--- src/rtl/lm80c_pkg.sv ---
// rtl/lm80c_pkg.sv - shared types and widths for the LM80C RAM arbiter
package lm80c_pkg;

  localparam int ADDR_W = 16;
  localparam int DATA_W = 8;

  typedef enum logic [2:0] {
    IDLE,
    CPU_RD,
    CPU_WR,
    DL_WR,
    CPU_DONE
  } arb_state_t;

  typedef enum logic {
    GRANT_CPU,
    GRANT_DL
  } grant_t;

endpackage

--- src/rtl/lm80c_ram_arbiter.sv ---
// rtl/lm80c_ram_arbiter.sv - single-port RAM sharing between Z80 CPU and loader, CPU stalled via cpu_wait
// Optional ROM-shadow write protection of CPU writes: define LM80C_ROM_WP_EN.
module lm80c_ram_arbiter
  import lm80c_pkg::*;
#(
  parameter int                RAM_LATENCY = 2,
  parameter logic [ADDR_W-1:0] ROM_TOP     = 16'h7FFF
) (
  input  logic              sys_clock,
  input  logic              RESET,
  input  logic [ADDR_W-1:0] cpu_addr,
  input  logic [DATA_W-1:0] cpu_wdata,
  input  logic              cpu_mreq,
  input  logic              cpu_rd,
  input  logic              cpu_wr,
  output logic [DATA_W-1:0] cpu_rdata,
  output logic              cpu_wait,
  input  logic              rom_en,
  input  logic              dl_req,
  input  logic [ADDR_W-1:0] dl_addr,
  input  logic [DATA_W-1:0] dl_data,
  output logic              dl_ack,
  output logic [ADDR_W-1:0] ram_addr,
  output logic [DATA_W-1:0] ram_din,
  input  logic [DATA_W-1:0] ram_dout,
  output logic              ram_rd,
  output logic              ram_wr
);

  localparam int CNT_W = $clog2(RAM_LATENCY + 1);

  arb_state_t        state_q, state_d;
  grant_t            last_grant_q, last_grant_d;
  logic              served_q, served_d;
  logic [CNT_W-1:0]  cnt_q, cnt_d;
  logic [DATA_W-1:0] cpu_rdata_q, cpu_rdata_d;
  logic [ADDR_W-1:0] ram_addr_q, ram_addr_d;
  logic [DATA_W-1:0] ram_din_q, ram_din_d;
  logic              ram_rd_q, ram_rd_d;
  logic              ram_wr_q, ram_wr_d;
  logic              dl_ack_q, dl_ack_d;
  logic              cpu_req;
  logic              wp_block;

`ifdef LM80C_ROM_WP_EN
  assign wp_block = rom_en & (cpu_addr <= ROM_TOP);
`else
  logic unused_wp;
  assign wp_block  = 1'b0;
  assign unused_wp = rom_en & (cpu_addr <= ROM_TOP);
`endif

  assign cpu_req = cpu_mreq & (cpu_rd | cpu_wr) & ~served_q;

  // Write data is latched at grant, so the CPU is released once the write strobe is out.
  assign cpu_wait = cpu_req & ~RESET & (state_q != CPU_DONE) & (state_q != CPU_WR);

  always_comb begin
    state_d      = state_q;
    last_grant_d = last_grant_q;
    served_d     = cpu_mreq ? served_q : 1'b0;
    cnt_d        = cnt_q;
    cpu_rdata_d  = cpu_rdata_q;
    ram_addr_d   = ram_addr_q;
    ram_din_d    = ram_din_q;
    ram_rd_d     = 1'b0;
    ram_wr_d     = 1'b0;
    dl_ack_d     = 1'b0;
    case (state_q)
      IDLE: begin
        if (cpu_req && (!dl_req || last_grant_q == GRANT_DL)) begin
          last_grant_d = GRANT_CPU;
          ram_addr_d   = cpu_addr;
          if (cpu_rd) begin
            state_d  = CPU_RD;
            ram_rd_d = 1'b1;
            cnt_d    = CNT_W'(1);
          end else begin
            state_d   = CPU_WR;
            ram_wr_d  = ~wp_block;
            ram_din_d = cpu_wdata;
          end
        end else if (dl_req) begin
          last_grant_d = GRANT_DL;
          state_d      = DL_WR;
          ram_wr_d     = 1'b1;
          dl_ack_d     = 1'b1;
          ram_addr_d   = dl_addr;
          ram_din_d    = dl_data;
        end
      end
      CPU_RD: begin
        if (cnt_q == CNT_W'(RAM_LATENCY)) begin
          cpu_rdata_d = ram_dout;
          state_d     = CPU_DONE;
        end else begin
          cnt_d = cnt_q + CNT_W'(1);
        end
      end
      CPU_WR:   state_d = CPU_DONE;
      DL_WR:    state_d = IDLE;
      CPU_DONE: begin
        state_d = IDLE;
        if (cpu_mreq) served_d = 1'b1;
      end
      default:  state_d = IDLE;
    endcase
  end

  always_ff @(posedge sys_clock or posedge RESET) begin
    if (RESET) begin
      state_q      <= IDLE;
      last_grant_q <= GRANT_CPU;
      served_q     <= 1'b0;
      cnt_q        <= '0;
      cpu_rdata_q  <= 8'hFF;
      ram_addr_q   <= '0;
      ram_din_q    <= '0;
      ram_rd_q     <= 1'b0;
      ram_wr_q     <= 1'b0;
      dl_ack_q     <= 1'b0;
    end else begin
      state_q      <= state_d;
      last_grant_q <= last_grant_d;
      served_q     <= served_d;
      cnt_q        <= cnt_d;
      cpu_rdata_q  <= cpu_rdata_d;
      ram_addr_q   <= ram_addr_d;
      ram_din_q    <= ram_din_d;
      ram_rd_q     <= ram_rd_d;
      ram_wr_q     <= ram_wr_d;
      dl_ack_q     <= dl_ack_d;
    end
  end

  assign cpu_rdata = cpu_rdata_q;
  assign dl_ack    = dl_ack_q;
  assign ram_addr  = ram_addr_q;
  assign ram_din   = ram_din_q;
  assign ram_rd    = ram_rd_q;
  assign ram_wr    = ram_wr_q;

endmodule
--- config.mk ---
export PLATFORM = sky130hd
export DESIGN_NAME = lm80c_ram_arbiter
export DESIGN_NICKNAME = d
export VERILOG_FILES = /design/src/rtl/lm80c_pkg.sv /design/src/rtl/lm80c_ram_arbiter.sv
export SDC_FILE = /design/constraint.sdc
export NUM_CORES = 1
export LEC_CHECK = 0
export BUFFER_PORTS_ARGS = -buffer_cell sky130_fd_sc_hd__buf_2
export CAP_MARGIN = 20
export CORE_MARGIN = 5
export CORE_UTILIZATION = 30
export DETAILED_ROUTE_END_ITERATION = 10
export PLACE_DENSITY_LB_ADDON = 0.08
export SYNTH_ARGS = -nofsm -noshare
export SYNTH_HDL_FRONTEND = slang
export SYNTH_SLANG_ARGS = --single-unit
--- constraint.sdc ---
create_clock -name sys_clock -period 2.5 [get_ports sys_clock]
set_input_delay 0.5 -clock sys_clock [delete_from_list [all_inputs] [get_ports sys_clock]]
set_output_delay 0.5 -clock sys_clock [all_outputs]
set_load 0.05 [all_outputs]
# Word level (Yosys, flattened, before mapping)
# Cells that the tools add are included.
# op_classes
eq_ne	12
muxes	28
bitwise	8
addsub	1
reduce_logical	11
# ops
operator	n
16-bit two-way mux	2
8-bit two-way mux	3
1-bit two-way mux	14
2-bit inequality test (second input constant)	5
3-bit two-way mux	3
3-bit case mux with 3 select lines	1
2-bit two-way mux	4
3-bit inequality test (second input constant)	2
2-bit AND reduction	3
1-bit AND	5
2-bit case mux with 2 select lines	1
4-bit AND reduction	1
2-bit nonzero test	2
3-bit by 1-bit equality test with 1-bit output (second input constant)	1
3-bit by 2-bit equality test with 1-bit output (second input constant)	1
3-bit equality test (second input constant)	1
3-bit logical NOT	1
3-bit by 2-bit inequality test with 1-bit output (second input constant)	1
3-bit AND reduction	1
2-bit by 1-bit adder with 2-bit output (second input constant)	1
2-bit equality test (second input constant)	1
1-bit inverter	2
1-bit logical AND	1
1-bit logical NOT	1
other kinds (2)	2
# word_totals
in_bits	63
ff_bits	42
elab_cells	70

# Longest topological paths before layout
# Gate-level depths: netlist of the first run.
# depth
depth_word	6
mapped_depth	6
mapped_depth_nobuf	5

# Worst setup path after synthesis of the first run
# OpenSTA, ideal clock, no wires.
# synth_timing
path_kind	in2out
from	input port cpu_mreq
to	output port cpu_wait
cell_stages	4
slack_ns	0.503
arrival_ns	1.497
required_ns	2.000
cell_sequence	nand2b_4 -> nor2_1 -> o21ai_0 -> nor2_1
# synth_via
elab_chain_len	5
# synth_rtl
item	line	rtl
start, declared	lm80c_ram_arbiter.sv:13	input logic cpu_mreq,
1-bit AND (2 in a row)	lm80c_ram_arbiter.sv:53	assign cpu_req = cpu_mreq & (cpu_rd | cpu_wr) & ~served_q;
1-bit AND (3 in a row)	lm80c_ram_arbiter.sv:56	assign cpu_wait = cpu_req & ~RESET & (state_q != CPU_DONE) & (state_q != CPU_WR);
end, declared	lm80c_ram_arbiter.sv:17	output logic cpu_wait,
# No other way between the ends.

# Worst setup path after layout of the first run
# layout_timing
from	register served_q
to	output port cpu_wait
# layout_via
elab_chain_len	5
# layout_rtl
item	line	rtl
start, declared	lm80c_ram_arbiter.sv:34	logic served_q, served_d;
start signal, assigned	lm80c_ram_arbiter.sv:125	served_q <= served_d;
1-bit inverter	lm80c_ram_arbiter.sv:53	
1-bit AND	lm80c_ram_arbiter.sv:53	
1-bit AND (3 in a row)	lm80c_ram_arbiter.sv:56	
# No other way between the ends.

==> impl_metrics.env, run 1 <==
export IMPL_synth_cell_types=30
export IMPL_status="complete, no violations"
export IMPL_clock_sinks=42
export IMPL_synthArstFlopShare_pct=100
export IMPL_worstSetupStartpointType="flop"
export IMPL_reg2regPathDepth=5
export IMPL_gp_congestion=0.638
export IMPL_synth_yosys_seq_area_share_pct=52.9
export IMPL_finalSetupTns_ns=0
export IMPL_syn_nets=205
export IMPL_dr_total_vias=1462
export IMPL_reg2reg_from="served_q"
export IMPL_yosys_warnings=0
export IMPL_vias_per_cell=4.54
export IMPL_post_cts_buffers=0
export IMPL_timing_final_crit_share_pct=85.1
export IMPL_clk_path_buf_depth=2
export IMPL_slew_headroom_pct=49.8
export IMPL_maxSlewViolCount=0
export IMPL_powerDensity_nw_per_um2=1500
export IMPL_crit_start="served_q"
export IMPL_vdd_ir_drop_max_mv=0.547
export IMPL_num_rows=29
export IMPL_clk_latency_ns=0.30
export IMPL_min_path_type="primary input to async pin"
export IMPL_grtUsageTotal_pct=10.8
export IMPL_core_um2=6420
export IMPL_setup_violations=0
export IMPL_cap_violations=0
export IMPL_layout_drive_gt1_share_pct=68.2
export IMPL_period_minus_slack_ns=2.13
export IMPL_antenna_cells=0
export IMPL_wl_per_cell_um=13.5
export IMPL_layout_nets=308
export IMPL_ys_top_cells_by_area="dfrtp_1 42%, mux2_2 24%, dfstp_2 10%"
export IMPL_die_area_um2=8430
export IMPL_die_y_um=91.8
export IMPL_syn_area_um2=2010
export IMPL_cts_tree="done"
export IMPL_synthFlopType="dfrtp_1"
export IMPL_critPathArrivalTime_ns=1.63
export IMPL_drt_pass1_iter_count=4
export IMPL_ys_ff_latch=42
export IMPL_grt_antenna_before_repair=0
export IMPL_r2r_end="ram_addr[12]"
export IMPL_ant_nets=0
export IMPL_grt_pass1_vias=1573
export IMPL_worst_hold_slack_ns=0.337
export IMPL_final_common_cell="buf_2"
export IMPL_synth_top_area_share_pct=42.4
export IMPL_drtIter0Drc=31
export IMPL_wl_mm=4.33
export IMPL_required_ns=2.00
export IMPL_die_x_um=91.8
export IMPL_areaGrowthSynthToFinish_pct=35.0
export IMPL_hold_violations=0
export IMPL_cp_max_fo=4
export IMPL_tightest_slew_ns=0.752
export IMPL_numCtsBuffers=5
export IMPL_layout_common_cells="97 x buf_2, 43 x mux2_2, 34 x dfrtp_1"
export IMPL_finClkSkew_ns=0.00984
export IMPL_fmax_mhz=470
export IMPL_synth_cells=141
export IMPL_synth_edf_count=0
export IMPL_synth_avg_cell_area_um2=14.2
export IMPL_cts_hold_buffers=0
export IMPL_path_class="flop to primary output"
export IMPL_endpoint_kind="primary output"
export IMPL_yosys_area_top_type="dfrtp_1"
export IMPL_grt_max_degree=36
export IMPL_cts_root_buf="clkbuf_8"
export IMPL_drcViolationCount=0
export IMPL_endpoint="cpu_wait"
export IMPL_final_util_pct=42.2
export IMPL_cts_resized_gates=0
export IMPL_h_tree_depth=2
export IMPL_dp_hpwl_mm=3.29
export IMPL_grt_overflow=0
export IMPL_port_buffers=97
export IMPL_io_pins=99
export IMPL_clk_pin_slew_worst_paths_ns=0.09
export IMPL_grt_pass1_wl_mm=7.34
export IMPL_rsz0062_at_grt="false"
export IMPL_power_leakage_nw=1.29
export IMPL_ff2ff_setup_slack_ns=0.54
export IMPL_start_util_pct=31.2
==> worst max-delay path, stage by stage, from the launching register on <==
cell,delay [ns]
dfrtp_1,0.39
nand2b_4,0.16
nor2_1,0.24
o21ai_0,0.17
nor2_1,0.11
buf_2,0.27
==> registers in the layout (all words and copies together), names as in the netlist <==
register	cells
ram_addr	16
cpu_rdata	8
ram_din	8
state_q	3
cnt_q	2
dl_ack	1
last_grant_q	1
ram_rd	1
ram_wr	1
served_q	1
==> cells by family (layout without fill, tap and decap cells) <==
logic type,Yosys count,in the layout,synth area share (%)
mux,57,57,31.9
flops,42,42,52.9
simple gates,17,17,5.99
compound gates,15,15,5.42
buf+inv,8,112,2.74
fa+ha+maj,1,1,0.623
xor+xnor,1,1,0.436
==> worst min-delay path by stage <==
stage | endpoint | slack [ns] | cells after the start
2_1_floorplan | dl_ack | 0.46 | 1
3_3_place_gp | ram_addr[1] | 0.47 | 1
3_5_place_dp | ram_addr[1] | 0.48 | 1
4_1_cts | ram_addr[6] | 0.37 | 2
5_1_grt | ram_addr[6] | 0.42 | 2
6_report | ram_addr[6] | 0.34 | 2
==> synth_stat cells (2+ instances only) <==
cell type	n
a21oi_1	4
a31oi_1	2
and3_1	2
buf_2	2
buf_6	3
dfrtp_1	34
dfstp_2	8
inv_1	3
mux2_1	13
mux2_2	43
nand2_1	2
nand2b_1	2
nand3b_1	2
nor2_1	3
o21a_1	2
o21ai_0	2
==> area by class of cell <==
cell class | instances | area (µm²)
flip-flops and latches | 42 | 1060
inverters | 3 | 11.3
fillers | 638 | 3710
clock inverters | 3 | 40.0
repair buffers | 101 | 541
well taps | 77 | 96.3
multi-input cells | 91 | 891
clock buffers | 5 | 68.8
==> per-stage QoR <==
| step | total power, mW | instances | setup slack [ns] | cell area [µm²] |
|---|---|---|---|---|
| floorplan | 3.07 | 141 | 0.503 | 2010 |
| global placement | 3.58 | 314 | 0.344 | 2600 |
| detailed placement | 3.60 | 314 | 0.359 | 2600 |
| CTS | 4.15 | 322 | 0.296 | 2710 |
| global route | 4.33 | 322 | 0.222 | 2710 |
| finish | 4.07 | 322 | 0.372 | 2710 |
==> where the power goes <==
group	total (mW)	switching [mW]	internal, mW
Clock	0.531	0.237	0.294
Combinational	2.30	1.53	0.774
Sequential	1.24	0.179	1.06
Total	4.07	1.94	2.13
==> per-layer routing <==
metal / global-route usage [%] / wire length [µm]
met1: 13.2 / 1930
met5: 0 / 0
met3: 3.68 / 374
met4: 3.34 / 42
met2: 17.9 / 1990
Power figures use the tool's default switching activity.
==> run 2: changes to the inputs <==
- ABC_AREA: not set -> 1
- RECOVER_POWER: not set -> 50
==> run 2 against run 1 <==
  * Combinational power is 3% lower
  * Fmax is 8.3% higher
  * Core utilization is 1.7 points lower
  * Critical path depth is 1 lower
  * Clock skew is 0.0060 ns lower
  * Hold slack better by 0.083 ns
  * Sequential share of layout area is 0.83 points lower
  * Worst setup slack better by 0.16 ns
  * Via count is 38% higher
  * Synthesized cell count is 100% higher
  * Cell count is 49% higher
  * Synthesized area is 5.0% higher
  * Largest power group unchanged
  * Highest routed layer unchanged
==> impl_metrics.env, run 2 <==
export IMPL_status="complete, no violations"
export IMPL_finClkSkew_ns=0.00383
export IMPL_die_y_um=93.8
export IMPL_cts_hold_buffers=0
export IMPL_required_ns=2.00
export IMPL_synth_cell_types=20
export IMPL_cp_cell_sequence="nor2_1, nand2_1, nor3_2, buf_2"
export IMPL_cts_resized_gates=0
export IMPL_slew_headroom_pct=27.3
export IMPL_cts_tree="done"
export IMPL_layout_drive_gt1_share_pct=31.1
export IMPL_path_class="flop to primary output"
export IMPL_holdPathStages=3
export IMPL_port_buffers=97
export IMPL_yosys_warnings=0
export IMPL_io_pins=99
export IMPL_clk_pin_slew_worst_paths_ns=0.09
export IMPL_numCtsBuffers=5
export IMPL_grt_max_degree=43
export IMPL_synth_yosys_seq_area_share_pct=50.4
export IMPL_cp_max_fo=3
export IMPL_grt_busiest_layer="met2"
export IMPL_grt_overflow=0
export IMPL_grt_antenna_before_repair=0
export IMPL_drtIter0Drc=49
export IMPL_wl_mm=5.93
export IMPL_vdd_ir_drop_max_mv=0.495
export IMPL_layoutNonFillerInstCount=479
export IMPL_antenna_cells=0
export IMPL_synthArstFlopShare_pct=100
export IMPL_ys_top_cells_by_area="dfrtp_1 40%, nand2_1 27%, dfstp_2 10%"
export IMPL_clock_sinks=42
export IMPL_period_minus_slack_ns=1.97
export IMPL_max_stage_delay_ns=0.41
export IMPL_gp_congestion=0.773
export IMPL_start_util_pct=30.8
export IMPL_final_common_cell="nand2_1"
export IMPL_tightest_slew_ns=1.09
export IMPL_maxSlewViolCount=0
export IMPL_ant_nets=0
export IMPL_cts_root_buf="clkbuf_8"
export IMPL_powerDensity_nw_per_um2=1430
export IMPL_layout_common_cells="153 x nand2_1, 89 x buf_2, 38 x nand3_1"
export IMPL_clk_path_buf_depth=2
export IMPL_dp_hpwl_mm=4.32
export IMPL_endpoint_kind="primary output"
export IMPL_core_um2=6830
export IMPL_h_tree_depth=2
export IMPL_clk_latency_ns=0.29
export IMPL_critPathArrivalTime_ns=1.47
export IMPL_ys_ff_latch=42
export IMPL_grt_met3_usage_pct=4.89
export IMPL_yosysMostFrequentCell="nand2_1"
export IMPL_worstSetupStartpointType="flop"
export IMPL_rsz0062_at_grt="false"
export IMPL_timing_final_crit_share_pct=78.6
export IMPL_yosys_area_top_type="dfrtp_1"
export IMPL_drcViolationCount=0
export IMPL_fmax_mhz=509
export IMPL_nFillCells=777
export IMPL_areaGrowthSynthToFinish_pct=31.4
export IMPL_reg2regPathDepth=7
export IMPL_die_x_um=93.8
export IMPL_grt_pass1_vias=1994
export IMPL_ys_top_cells_by_count="151 x nand2_1, 38 x nand3_1, 34 x dfrtp_1, 12 x inv_1, 10 x nor2_1"
export IMPL_syn_nets=346
export IMPL_min_path_type="primary input to flop"
export IMPL_dr_total_vias=2023
export IMPL_hold_violations=0
export IMPL_post_cts_buffers=0
export IMPL_synth_top_area_share_pct=40.4
export IMPL_cap_violations=0
export IMPL_largest_reg_flops=16
export IMPL_wl_per_cell_um=12.4
export IMPL_synthFlopType="dfrtp_1"
export IMPL_power_leakage_nw=1.62
export IMPL_use_met2_pct=23.6
export IMPL_layout_nets=446
export IMPL_die_area_um2=8800
export IMPL_finalSetupTns_ns=0
export IMPL_grtUsageTotal_pct=14.2
export IMPL_grt_pass1_wl_mm=9.64
export IMPL_syn_area_um2=2110
export IMPL_dp_cells=471
export IMPL_setup_violations=0
export IMPL_synth_cells=282
export IMPL_use_met1_pct=17.4
export IMPL_synth_edf_count=0
export IMPL_cp_slowest_cell="dfrtp_1"
export IMPL_num_rows=30
export IMPL_drt_pass1_iter_count=4
export IMPL_synth_avg_cell_area_um2=7.47
export IMPL_vias_per_cell=4.22
## run 2: cell count changes after synthesis, moves of 4 or more
cell	change
mux2_1	-13
nand2_1	+149
inv_1	+9
nand2_2	+4
mux2_2	-43
buf_2	+4
nor2_1	+7
nand3_1	+38
## run 2: final cells by class
cell class / count / area [µm²] / area share [%]
clock inverters: 3 / 40.0 / 1.45
repair buffers: 102 / 510 / 18.4
inverters: 14 / 53.8 / 1.94
multi-input cells: 217 / 913 / 33.0
well taps: 96 / 120 / 4.34
flip-flops and latches: 42 / 1060 / 38.3
clock buffers: 5 / 68.8 / 2.49
## run 2: worst paths after layout
check                             start      endpoint  slack [ns]
setup / recovery               served_q      cpu_wait        0.53
hold / removal              ram_dout[1]  cpu_rdata[1]        0.42
setup reg to reg               served_q    ram_din[6]        0.62
hold reg to reg            cpu_rdata[1]  cpu_rdata[1]        0.46
max in group asynchronous         RESET    ram_din[6]        1.24
min in group asynchronous         RESET        ram_rd        0.59
## run 2: per-layer routing
metal	wire (µm)	part of all wire, %
met1	2680	45
met2	2740	46
met3	467	7.9
met4	44	0.74
met5	0	0
## run 2: worst max-delay path: cells and delay by family (launching register included)
| kind | cells | cell delay, ns |
|---|---|---|
| buf+inv | 1 | 0.28 |
| simple gates | 3 | 0.49 |
| flops | 1 | 0.41 |
## run 2: report_power, final
group	switching, mW	internal [mW]	total, mW
combinational	1.73	0.502	2.23
clock	0.240	0.294	0.535
sequential	0.155	1.04	1.20
## run 2: metrics by stage
stage	power, mW	utilization [%]	hold slack (ns)	setup WS (ns)	cell area [µm²]
2_1_floorplan	2.96	-	0.446	0.278	2120
3_3_place_gp	3.52	39.7	0.451	0.690	2710
3_5_place_dp	3.53	39.7	0.454	0.674	2710
4_1_cts	4.08	41.3	0.395	0.546	2820
5_1_grt	4.28	40.5	0.402	0.266	2770
6_report	3.96	40.5	0.419	0.534	2770
## run 2: cells by family (layout without fill, tap and decap cells)
group	after synthesis	count (layout)	share of synthesized area (%)
flip-flops	42	42	50.4
adder cells (fa/ha/maj)	1	1	0.594
AO/OA/AOI/OAI	5	5	1.72
AND/OR/NAND/NOR	211	211	42.5
buffers and inverters	23	124	4.81
